## config.mk

```make
export PLATFORM = sky130hd
export DESIGN_NAME = fsm_rx
export DESIGN_NICKNAME = d
export VERILOG_FILES = /design/src/rtl/fsm_rx_pkg.sv /design/src/rtl/rx_data_sampling.sv /design/src/rtl/fsm_rx.sv
export SDC_FILE = /design/constraint.sdc
export NUM_CORES = 1
export LEC_CHECK = 0
export CAP_MARGIN = 10
export CORE_UTILIZATION = 40
export DETAILED_ROUTE_END_ITERATION = 6
export PLACE_DENSITY = 0.56
export SLEW_MARGIN = 20
export SYNTH_ARGS = -nofsm -noshare
export SYNTH_HDL_FRONTEND = slang
export SYNTH_SLANG_ARGS = --single-unit
```

## constraint.sdc

```tcl
create_clock -name CLK_RX -period 2.76 [get_ports CLK_RX]
set_input_delay 0.552 -clock CLK_RX [delete_from_list [all_inputs] [get_ports CLK_RX]]
set_output_delay 0.552 -clock CLK_RX [all_outputs]
set_load 0.01 [all_outputs]
```

## src/rtl/fsm_rx_pkg.sv

```systemverilog
// Shared types and constants for the UART receive FSM: state encoding,
// legal oversampling ratios and the small helper functions used by the datapath.
package fsm_rx_pkg;

  typedef enum logic [2:0] {
    IDLE   = 3'b000,
    START  = 3'b001,
    DATA   = 3'b011,
    PARITY = 3'b010,
    STOP   = 3'b110
  } rx_state_e;

  localparam logic [5:0] PRESCALE_8  = 6'd8;
  localparam logic [5:0] PRESCALE_16 = 6'd16;
  localparam logic [5:0] PRESCALE_32 = 6'd32;

  // Anything other than 16 or 32 falls back to the slowest legal ratio.
  function automatic logic [5:0] legal_prescale(input logic [5:0] raw);
    case (raw)
      PRESCALE_16: legal_prescale = PRESCALE_16;
      PRESCALE_32: legal_prescale = PRESCALE_32;
      default:     legal_prescale = PRESCALE_8;
    endcase
  endfunction

  function automatic logic majority3(input logic a, input logic b, input logic c);
    majority3 = (a & b) | (a & c) | (b & c);
  endfunction

endpackage

```

## src/rtl/rx_data_sampling.sv

```systemverilog
// Three-point majority sampler: captures the line around mid-bit and presents
// the voted bit value from edge_cnt = half+2 until the next vote.
module rx_data_sampling
  import fsm_rx_pkg::*;
(
  input  logic       CLK_RX,
  input  logic       RST_RX,
  input  logic       rx_in,
  input  logic [5:0] edge_cnt,
  input  logic [5:0] half_cnt,
  output logic       sampled_bit
);

  logic sample_a_r;
  logic sample_b_r;
  logic sampled_bit_r;

  // Capture the first two samples, then vote with the third as it arrives.
  always_ff @(posedge CLK_RX or posedge RST_RX) begin
    if (RST_RX) begin
      sample_a_r    <= 1'b1;
      sample_b_r    <= 1'b1;
      sampled_bit_r <= 1'b1;
    end else begin
      if (edge_cnt == (half_cnt - 6'd1)) begin
        sample_a_r <= rx_in;
      end
      if (edge_cnt == half_cnt) begin
        sample_b_r <= rx_in;
      end
      if (edge_cnt == (half_cnt + 6'd1)) begin
        sampled_bit_r <= majority3(sample_a_r, sample_b_r, rx_in);
      end
    end
  end

  assign sampled_bit = sampled_bit_r;

endmodule

```

## src/rtl/fsm_rx.sv

```systemverilog
// UART receive FSM with oversampled majority-vote bit recovery and parity/stop checks.
// Define RX_GLITCH_FILTER_EN to abandon start bits whose mid-bit vote reads high.
module fsm_rx
  import fsm_rx_pkg::*;
#(
  parameter int DATA_WIDTH = 8
) (
  input  logic                  CLK_RX,
  input  logic                  RST_RX,
  input  logic                  RX_IN,
  input  logic                  PAR_EN,
  input  logic                  PAR_TYP,
  input  logic [5:0]            PRESCALE,
  output logic [DATA_WIDTH-1:0] P_DATA,
  output logic                  DATA_VALID,
  output logic                  PAR_ERR,
  output logic                  STP_ERR
);

  localparam int BIT_CNT_W = (DATA_WIDTH > 1) ? $clog2(DATA_WIDTH) : 1;
  localparam logic [BIT_CNT_W-1:0] LAST_BIT = BIT_CNT_W'(DATA_WIDTH - 1);

  rx_state_e             state_r;
  logic [5:0]            edge_cnt_r;
  logic [BIT_CNT_W-1:0]  bit_cnt_r;
  logic [5:0]            prescale_r;
  logic                  par_en_r;
  logic                  par_typ_r;
  logic [DATA_WIDTH-1:0] data_r;
  logic [DATA_WIDTH-1:0] p_data_r;
  logic                  data_valid_r;
  logic                  par_err_r;
  logic                  stp_err_r;

  logic [5:0] half_s;
  logic       last_edge_s;
  logic       sampled_bit_s;

  function automatic logic expected_parity(input logic [DATA_WIDTH-1:0] d, input logic odd);
    expected_parity = (^d) ^ odd;
  endfunction

  assign half_s      = {1'b0, prescale_r[5:1]};
  assign last_edge_s = (edge_cnt_r == (prescale_r - 6'd1));

  rx_data_sampling u_sampler (
    .CLK_RX      (CLK_RX),
    .RST_RX      (RST_RX),
    .rx_in       (RX_IN),
    .edge_cnt    (edge_cnt_r),
    .half_cnt    (half_s),
    .sampled_bit (sampled_bit_s)
  );

`ifdef RX_GLITCH_FILTER_EN
  logic glitch_s;
  assign glitch_s = (edge_cnt_r == (half_s + 6'd2)) && sampled_bit_s;
`endif

  // Frame sequencing, bit counters, deserialiser and error/valid outputs.
  always_ff @(posedge CLK_RX or posedge RST_RX) begin
    if (RST_RX) begin
      state_r      <= IDLE;
      edge_cnt_r   <= 6'd0;
      bit_cnt_r    <= {BIT_CNT_W{1'b0}};
      prescale_r   <= PRESCALE_8;
      par_en_r     <= 1'b0;
      par_typ_r    <= 1'b0;
      data_r       <= {DATA_WIDTH{1'b0}};
      p_data_r     <= {DATA_WIDTH{1'b0}};
      data_valid_r <= 1'b0;
      par_err_r    <= 1'b0;
      stp_err_r    <= 1'b0;
    end else begin
      data_valid_r <= 1'b0;
      if (state_r == IDLE) begin
        edge_cnt_r <= 6'd0;
      end else begin
        edge_cnt_r <= last_edge_s ? 6'd0 : (edge_cnt_r + 6'd1);
      end

      case (state_r)
        IDLE: begin
          // Line configuration is frozen for the whole frame from here on.
          if (!RX_IN) begin
            state_r    <= START;
            bit_cnt_r  <= {BIT_CNT_W{1'b0}};
            par_err_r  <= 1'b0;
            stp_err_r  <= 1'b0;
            prescale_r <= legal_prescale(PRESCALE);
            par_en_r   <= PAR_EN;
            par_typ_r  <= PAR_TYP;
          end
        end
        START: begin
`ifdef RX_GLITCH_FILTER_EN
          if (glitch_s) begin
            state_r    <= IDLE;
            edge_cnt_r <= 6'd0;
          end else if (last_edge_s) begin
            state_r <= DATA;
          end
`else
          if (last_edge_s) begin
            state_r <= DATA;
          end
`endif
        end
        DATA: begin
          if (last_edge_s) begin
            data_r    <= {sampled_bit_s, data_r[DATA_WIDTH-1:1]};
            bit_cnt_r <= bit_cnt_r + BIT_CNT_W'(1);
            if (bit_cnt_r == LAST_BIT) begin
              state_r <= par_en_r ? PARITY : STOP;
            end
          end
        end
        PARITY: begin
          if (last_edge_s) begin
            par_err_r <= (sampled_bit_s != expected_parity(data_r, par_typ_r));
            state_r   <= STOP;
          end
        end
        STOP: begin
          if (last_edge_s) begin
            stp_err_r <= !sampled_bit_s;
            if (sampled_bit_s && !par_err_r) begin
              p_data_r     <= data_r;
              data_valid_r <= 1'b1;
            end
            state_r <= IDLE;
          end
        end
        default: begin
          state_r <= IDLE;
        end
      endcase
    end
  end

  assign P_DATA     = p_data_r;
  assign DATA_VALID = data_valid_r;
  assign PAR_ERR    = par_err_r;
  assign STP_ERR    = stp_err_r;

endmodule

```

==> impl_summary.md, run 1 <==
Setup path
In this run the critical register-to-register path is launched from prescale_r[3]. The cell with the largest stage delay on the worst path is dfstp_2. The required time at the worst-slack endpoint is between 2000 and 3000 ps. The nature of the critical path startpoint is a flip-flop. The kind of end point of the critical path is a flip-flop. The critical path is of the reg2reg type.

The largest fanout on the critical path is 8. For the worst setup path, the data arrival time is 2590 ps. The critical path goes through inv_1 > ha_1 > xor3_1 > nor4_4 > and4_1 > mux2_2. The flop-to-flop setup slack is 350 ps. Tracing the worst setup path back leads to its startpoint at prescale_r[3].

The cell depth of the worst flop-to-flop path is 6. The maximum single-stage delay on the critical path is approximately 590 ps.

CTS
The total of hold buffers inserted after clock tree synthesis is 0. The clock tree from TritonCTS is yes. Clock-pin slew was measured on the worst setup and hold paths at around 70 ps. The number of instances resized during post-cts repair is 0.

The number of clock buffers inserted by TritonCTS is 5. The clock net in this run drives a total of 39 sinks. In this run the deepest clock path goes through 2 buffers. Clock latency on the worst-skew pair, taken at its later pin, is 300 ps. In this run the number of H-tree levels came out at 2. The cell chosen for the clock root is clkbuf_8.

The setup fix buffers added after clock tree synthesis is 0.

Pwr
The worst-case vdd ir drop is 0.482 mV. The analysis attributes to cell leakage a power of 0.00110 uW. Dividing total power by cell area gives a power density of 919 nW/um2.

Synthesis
The fraction of registers with async set/reset is between 90% and 100%. The number of nets handed over by synthesis was 188. After synthesis, the mean cell area works out to 11.6 um2. Ranked by total cell area, the synthesized netlist is headed by dfrtp_1 44%, mux2_2 11%, dfstp_2 5.3%, xnor2_1 4.8%, ha_1 3.8%. The total number of yosys warnings is 0. The number of cells produced by synthesis is 171.

The register bit total from synthesis is 39. The area share of the leading cell type in the synthesized netlist is roughly 44%. The number of enable flip-flop cells after synthesis is 0. The most numerous cell in the Yosys netlist is dfrtp_1.

In the synthesized netlist the dominant register cell turns out to be dfrtp_1. The commonest cells after synthesis are 35 x dfrtp_1, 20 x mux2_2, 17 x nand2_1, 11 x xnor2_1, 9 x nor2_1. The number of distinct library cells after synthesis is 36.

The biggest area consumer among synthesized cells is dfrtp_1. The mapped cell area is 1990 um2. For this run, the register share of the synthesized area comes to 49.3%.

Route
After detailed routing, the number of remaining DRC violations is 0. The routed design has 3590 um of wire. In the routed layout, each cell is associated on average with a via count of 4.84. Dividing the detail-routed wire length by the instance count gives 13.7 um.

In this run the remaining antenna-violating nets after routing total 0. Before antenna repair, the detailed router went through 5 iterations. For this block, the initial DRC count from the detailed router was 61.

The detailed-route via count is 1273.

Worst hold path
Counting instances, the worst hold path has a depth of 1. The worst hold path belongs to the class reg2reg. In this run the most critical hold path is launched from bit_cnt_r[0].

Run status
The run finished with clean final reports.

Die
The count of standard-cell rows is 25. The die area is 5260 um2. The I/O pin total is 22. The region available for standard cell placement spans approximately 4800 um2.

The width of the chip is 72.5 um. The overall die height is 72.5 um. The initial core utilization is between 40% and 50%.

Cells and area
The number of antenna diodes in the final layout is 0. The filler cells instantiated in the layout total ~440. The area growth from synthesis to layout is 19.6%. The fraction of layout cells with a size suffix above 1 is 20.4%. The number of nets in the final layout is 212.

STA
The final count of pins violating max slew came to 0. Setup repair after global routing left no endpoint under its margin. The worst slew margin relative to its limit is 45.8%. Setup violations remaining at the end of the flow were counted as 0. The final hold violation count is 0. The clock arrives with slightly below 8 ps of skew. The worst path meets setup with 350 ps of slack. Summed over all failing endpoints, the final setup total negative slack is 0 ps. The highest clock rate is ~410 MHz.

The final critical-path required period is 2410 ps. The part of the cycle the worst path needs is between 80% and 90%. For the pin with the worst max-slew slack, the measured transition is 806 ps.

Placement
The placed wire-length estimate after detailed placement is 2520 um. The global placement routability congestion is 0.756. The minimum setup slack after placement is 333 ps. The count of input and output buffers is 21.

Global route
The first global-routing pass estimated 6110 um of wire. The initial antenna violation count is 0. The leftover overflow at the end of global routing is 0.

Entering global routing, the biggest net connects 40 pins. The overall routing resource usage is about 16%. The via count of the first global-routing pass is 1279.

Job
The tool flagged a number of max-cap violations equal to 0.
cell type report:
cell class	count	area (um2)	share of cell area [%]
clock inverters	3	43.8	1.84
clock buffers	5	68.8	2.89
inverters	8	30.0	1.26
repair buffers	23	225	9.47
flip-flops and latches	39	981	41.3
multi-input cells	118	945	39.7
well taps	67	83.8	3.53
per-stage QoR:
step	utilization, %	instance area [um2]	total power (uW)	hold WS (ps)	std cells
after floorplan	-	1990	1540	446	171
after global placement	47.6	2260	1690	473	255
after detailed placement	47.6	2260	1720	482	255
after CTS	50.0	2380	2210	502	263
after global routing	50.0	2380	2350	534	263
final	50.0	2380	2190	491	263
worst max-delay path: cells and delay by family (launching register included):
family	cells	cell delay, ps
xor+xnor	1	400
fa+ha+maj	1	240
buf+inv	1	70
flops	1	590
mux	1	380
simple gates	2	630
layer usage:
| layer | vias up | wire (um) | global-route usage [%] |
|---|---|---|---|
| li1 | 626 | - | - |
| met1 | 627 | 1700 | 20.0 |
| met2 | 16 | 1740 | 25.5 |
| met3 | 4 | 108 | 4.58 |
| met4 | 0 | 42 | 6.54 |
| met5 | - | 0 | 0 |
worst paths after layout:
check                                       endpoint
worst max-delay path                       P_DATA[7]
worst min-delay path                    bit_cnt_r[0]
worst max register to register             P_DATA[7]
worst min register to register          bit_cnt_r[0]
max in group asynchronous       u_sampler.sample_b_r
min in group asynchronous                  P_DATA[2]
layout by cell type (no fill, tap or decap), drive strengths merged, types with 5 or more instances in the layout:
master,Yosys,routed
a21oi,5,5
clkbuf,3,5
clkdlybuf4s50,0,21
dfrtp,35,35
ha,6,6
inv,8,8
mux2,20,20
mux2i,6,6
nand2,17,17
nand3,6,6
nor2,9,9
nor2b,5,5
xnor2,11,11
xor2,7,7
cell families after synthesis:
| logic type | synth area share (%) |
|---|---|
| adders and majority gates | 4.28 |
| muxes | 14.3 |
| xor gates and xnor gates | 10.3 |
| buffers and inverters | 3.15 |
| AOI/OAI and AO/OA | 3.02 |
| DFF | 49.3 |
| and+or+nand+nor | 15.6 |
power by group:
group	internal, uW	total [uW]	switching [uW]
Clock	269	473	204
Combinational	398	775	377
Sequential	746	938	192
sequential cells by signal, summed over array words and instances, names as in the netlist:
signal,cells
u_sampler.sample_b_r,1
u_sampler.sample_a_r,1
edge_cnt_r,6
bit_cnt_r,3
par_en_r,1
PAR_ERR,1
STP_ERR,1
par_typ_r,1
u_sampler.sampled_bit,1
P_DATA,8
DATA_VALID,1
data_r,8
prescale_r,3
state_r,3
No activity file was read; power rests on OpenSTA's default activity.
==> run 2: changes to the inputs <==
--- a/config.mk
+++ b/config.mk
@@ -8,7 +8,6 @@
 export CAP_MARGIN = 10
 export CORE_UTILIZATION = 40
 export DETAILED_ROUTE_END_ITERATION = 6
-export PLACE_DENSITY = 0.56
 export SLEW_MARGIN = 20
 export SYNTH_ARGS = -nofsm -noshare
 export SYNTH_HDL_FRONTEND = slang
==> run 2 against run 1 <==
  * Worst setup slack better by 15 ps
  * Clock power up 5.7%
  * Worst hold slack got worse by 1.3 ps
  * Via count up 4.0%
  * Critical path type unchanged
  * Highest routed layer unchanged
==> impl_summary.md, run 2 (synthesis results as in run 1) <==
Route
The total length of routed met3 wires is roughly 95 um. Signal routing reaches up to met4. The number of DRC markers after the initial detailed-route iteration is 76. The first-pass iteration count of the detailed router is 4. The routed layout has 1324 vias. The final antenna-violating net count is 0. The sum of routed wire length over all layers is about 3700 um. Using the TritonRoute via totals, the vias-per-cell ratio works out to 5.03. The remaining design rule violation count is 0. In the final routed layout, each cell accounts on average for 14.2 um. For this block, wires on met1 add up to 1740 um. After detailed routing, the met2 layer carries 1820 um of wire.

Cells and area
The number of nets in the final layout is 212. The fraction of the core area covered by cells at the end of the flow is about half. Counting the fill cells in the layout gives about 440. 0 antenna diodes ended up in the layout. The library cells used most frequently in the layout, excluding fill and tap cells, are 35 x dfrtp_1, 21 x clkdlybuf4s50_1, 20 x mux2_2. The fraction of layout cells with a size suffix above 1 is 20.4%. The synthesis-to-finish area growth is 19.8%. The most common library cell in the layout ignoring fill and taps is dfrtp_1.

Setup path
The critical path is of the reg2reg type. The signal on the critical path passes through inv_1 > ha_1 > xor3_1 > nor4_4 > and4_1 > mux2_2. Counting both buffers and inverters, the worst setup path holds a total of 1.

The most critical setup path has its endpoint at P_DATA[4]. STA puts the critical path data arrival time at 2580 ps. The launching point of the worst reg2reg path is prescale_r[3]. The nature of the critical path startpoint is a flip-flop. The cell depth of the worst flop-to-flop path is 6. Counting buffers and inverters, the worst setup path is 6 cells deep. The cell family contributing the most delay on the critical path is simple AND/OR/NAND/NOR gates. STA classifies the critical path endpoint as a flip-flop. The required time at the worst-slack endpoint is between 2000 and 3000 ps.

The beginning of the critical path is prescale_r[3]. On the critical path, the stage with the largest delay is an instance of dfstp_2. The largest fanout on the critical path is 8.

The maximum single-stage delay on the critical path is 600 ps. The critical register-to-register path endpoint is P_DATA[4]. The flop-to-flop setup slack is 360 ps.

Worst hold path
The path class of the lowest-slack min-delay path is reg2reg.

STA
The worst slew margin relative to its limit is 49.8%. The total negative setup slack is 0 ps. The part of the cycle the worst path needs is 86.8%. The final hold violation count is 0. Setup repair after global routing left no endpoint under its margin. The worst setup skew after layout is 5.09 ps. Subtracting the final worst setup slack from the clock period gives 2400 ps. The slew of the pin with the lowest slew margin is 747 ps. The final count of pins violating max slew is 0. The highest clock rate is 418 MHz. Setup violations remaining at the end of the flow were counted as 0.

Die
The die covers 5260 um2. The initial core utilization is 41.8%. The count of standard-cell rows is 25.

In this run the horizontal extent of the chip is 72.5 um. The overall die height is about 73 um. The I/O pin total is 22.

The floorplan step defined a core boundary enclosing 4750 um2.

Placement
The count of input and output buffers is 21. The congestion estimate from routability-driven global placement came to 0.793. Detailed placement ended at an HPWL of 2650 um.

CTS
The clock sink count is 39. The cell chosen for the clock root is clkbuf_8. The clock edge transition at the registers on the reported setup and hold paths is 80 ps.

The maximum clock path buffer count is 2. The H-tree depth is 2. The number of hold buffers added after CTS was 0.

The clock tree from TritonCTS is yes. The number of clock buffers inserted by TritonCTS is 5. Post-CTS timing repair inserted 0 buffers for setup.

The number of instances resized during post-cts repair is 0. For the worst-skew pair, the clock arrives at the later sink with an insertion delay of about 290 ps.

Global route
The first global-routing pass estimated 6410 um of wire. The via count of the first global-routing pass came to 1328. The largest net degree at the start of global routing is 40. The overall routing resource usage is between 10% and 20%. The initial antenna violation count is 0. For this run the aggregate overflow at the end of global routing stands at 0.

Pwr
Across the VDD grid, the largest voltage drop is 0.600 mV. In this run the power density over the cells is 933 nW/um2. Summed over all cells, the static leakage comes to 0.00111 uW.

Run status
The run finished with clean final reports.

Job
Max-cap violations in this run came to 0.
[run 2: final cells by class]
type	instances	area, um2	area share (%)
clock buffer	6	82.6	3.47
tap	67	83.8	3.52
inverter	8	30.0	1.26
multi-input combinational	118	945	39.7
sequential	39	981	41.2
timing repair buffer	23	225	9.45
clock inverter	2	35.0	1.47
[run 2: power breakdown]
part	internal (uW)	switching, uW	total, uW
Clock	293	207	500
Sequential	746	196	942
Combinational	398	384	782
Total	1440	787	2220
[run 2: how the worst min path moves through the flow]
stage / startpoint / end / slack [ps] / cells after the start
floorplan: par_en_r / par_en_r / 450 / 2
global placement: par_en_r / par_en_r / 470 / 2
detailed placement: par_en_r / par_en_r / 480 / 2
CTS: par_en_r / par_en_r / 500 / 2
global route: P_DATA[0] / P_DATA[0] / 530 / 1
finish: par_en_r / par_en_r / 490 / 2
[run 2: per-layer routing]
layer	global-route usage (%)	vias to the layer above
met5	0	-
met4	7.19	0
met3	3.75	8
met2	26.1	17
met1	21.1	664
li1	-	635
[run 2: tightest hold or removal path: stages (launching register included)]
cell	delay, ps
dfrtp_1	350
nand2_1	50
nand2_1	60
[run 2: metrics by stage]
step	power, uW	area (um2)	hold WS [ps]	setup slack (ps)	std cells
4_1_cts	2240	2380	499	342	263
5_1_grt	2390	2380	529	246	263
6_report	2220	2380	490	365	263
2_1_floorplan	1540	1990	446	312	171
3_5_place_dp	1730	2260	480	344	255
3_3_place_gp	1680	2260	472	413	255
==> run 3: changes to the inputs <==
--- a/config.mk
+++ b/config.mk
@@ -7,6 +7,7 @@
 export LEC_CHECK = 0
 export CAP_MARGIN = 10
 export CORE_UTILIZATION = 40
+export CTS_CLUSTER_SIZE = 14
 export DETAILED_ROUTE_END_ITERATION = 6
 export SLEW_MARGIN = 20
 export SYNTH_ARGS = -nofsm -noshare
==> results of run 3 <==
The final DEF is identical to that of run 2; final timing and power are the same.
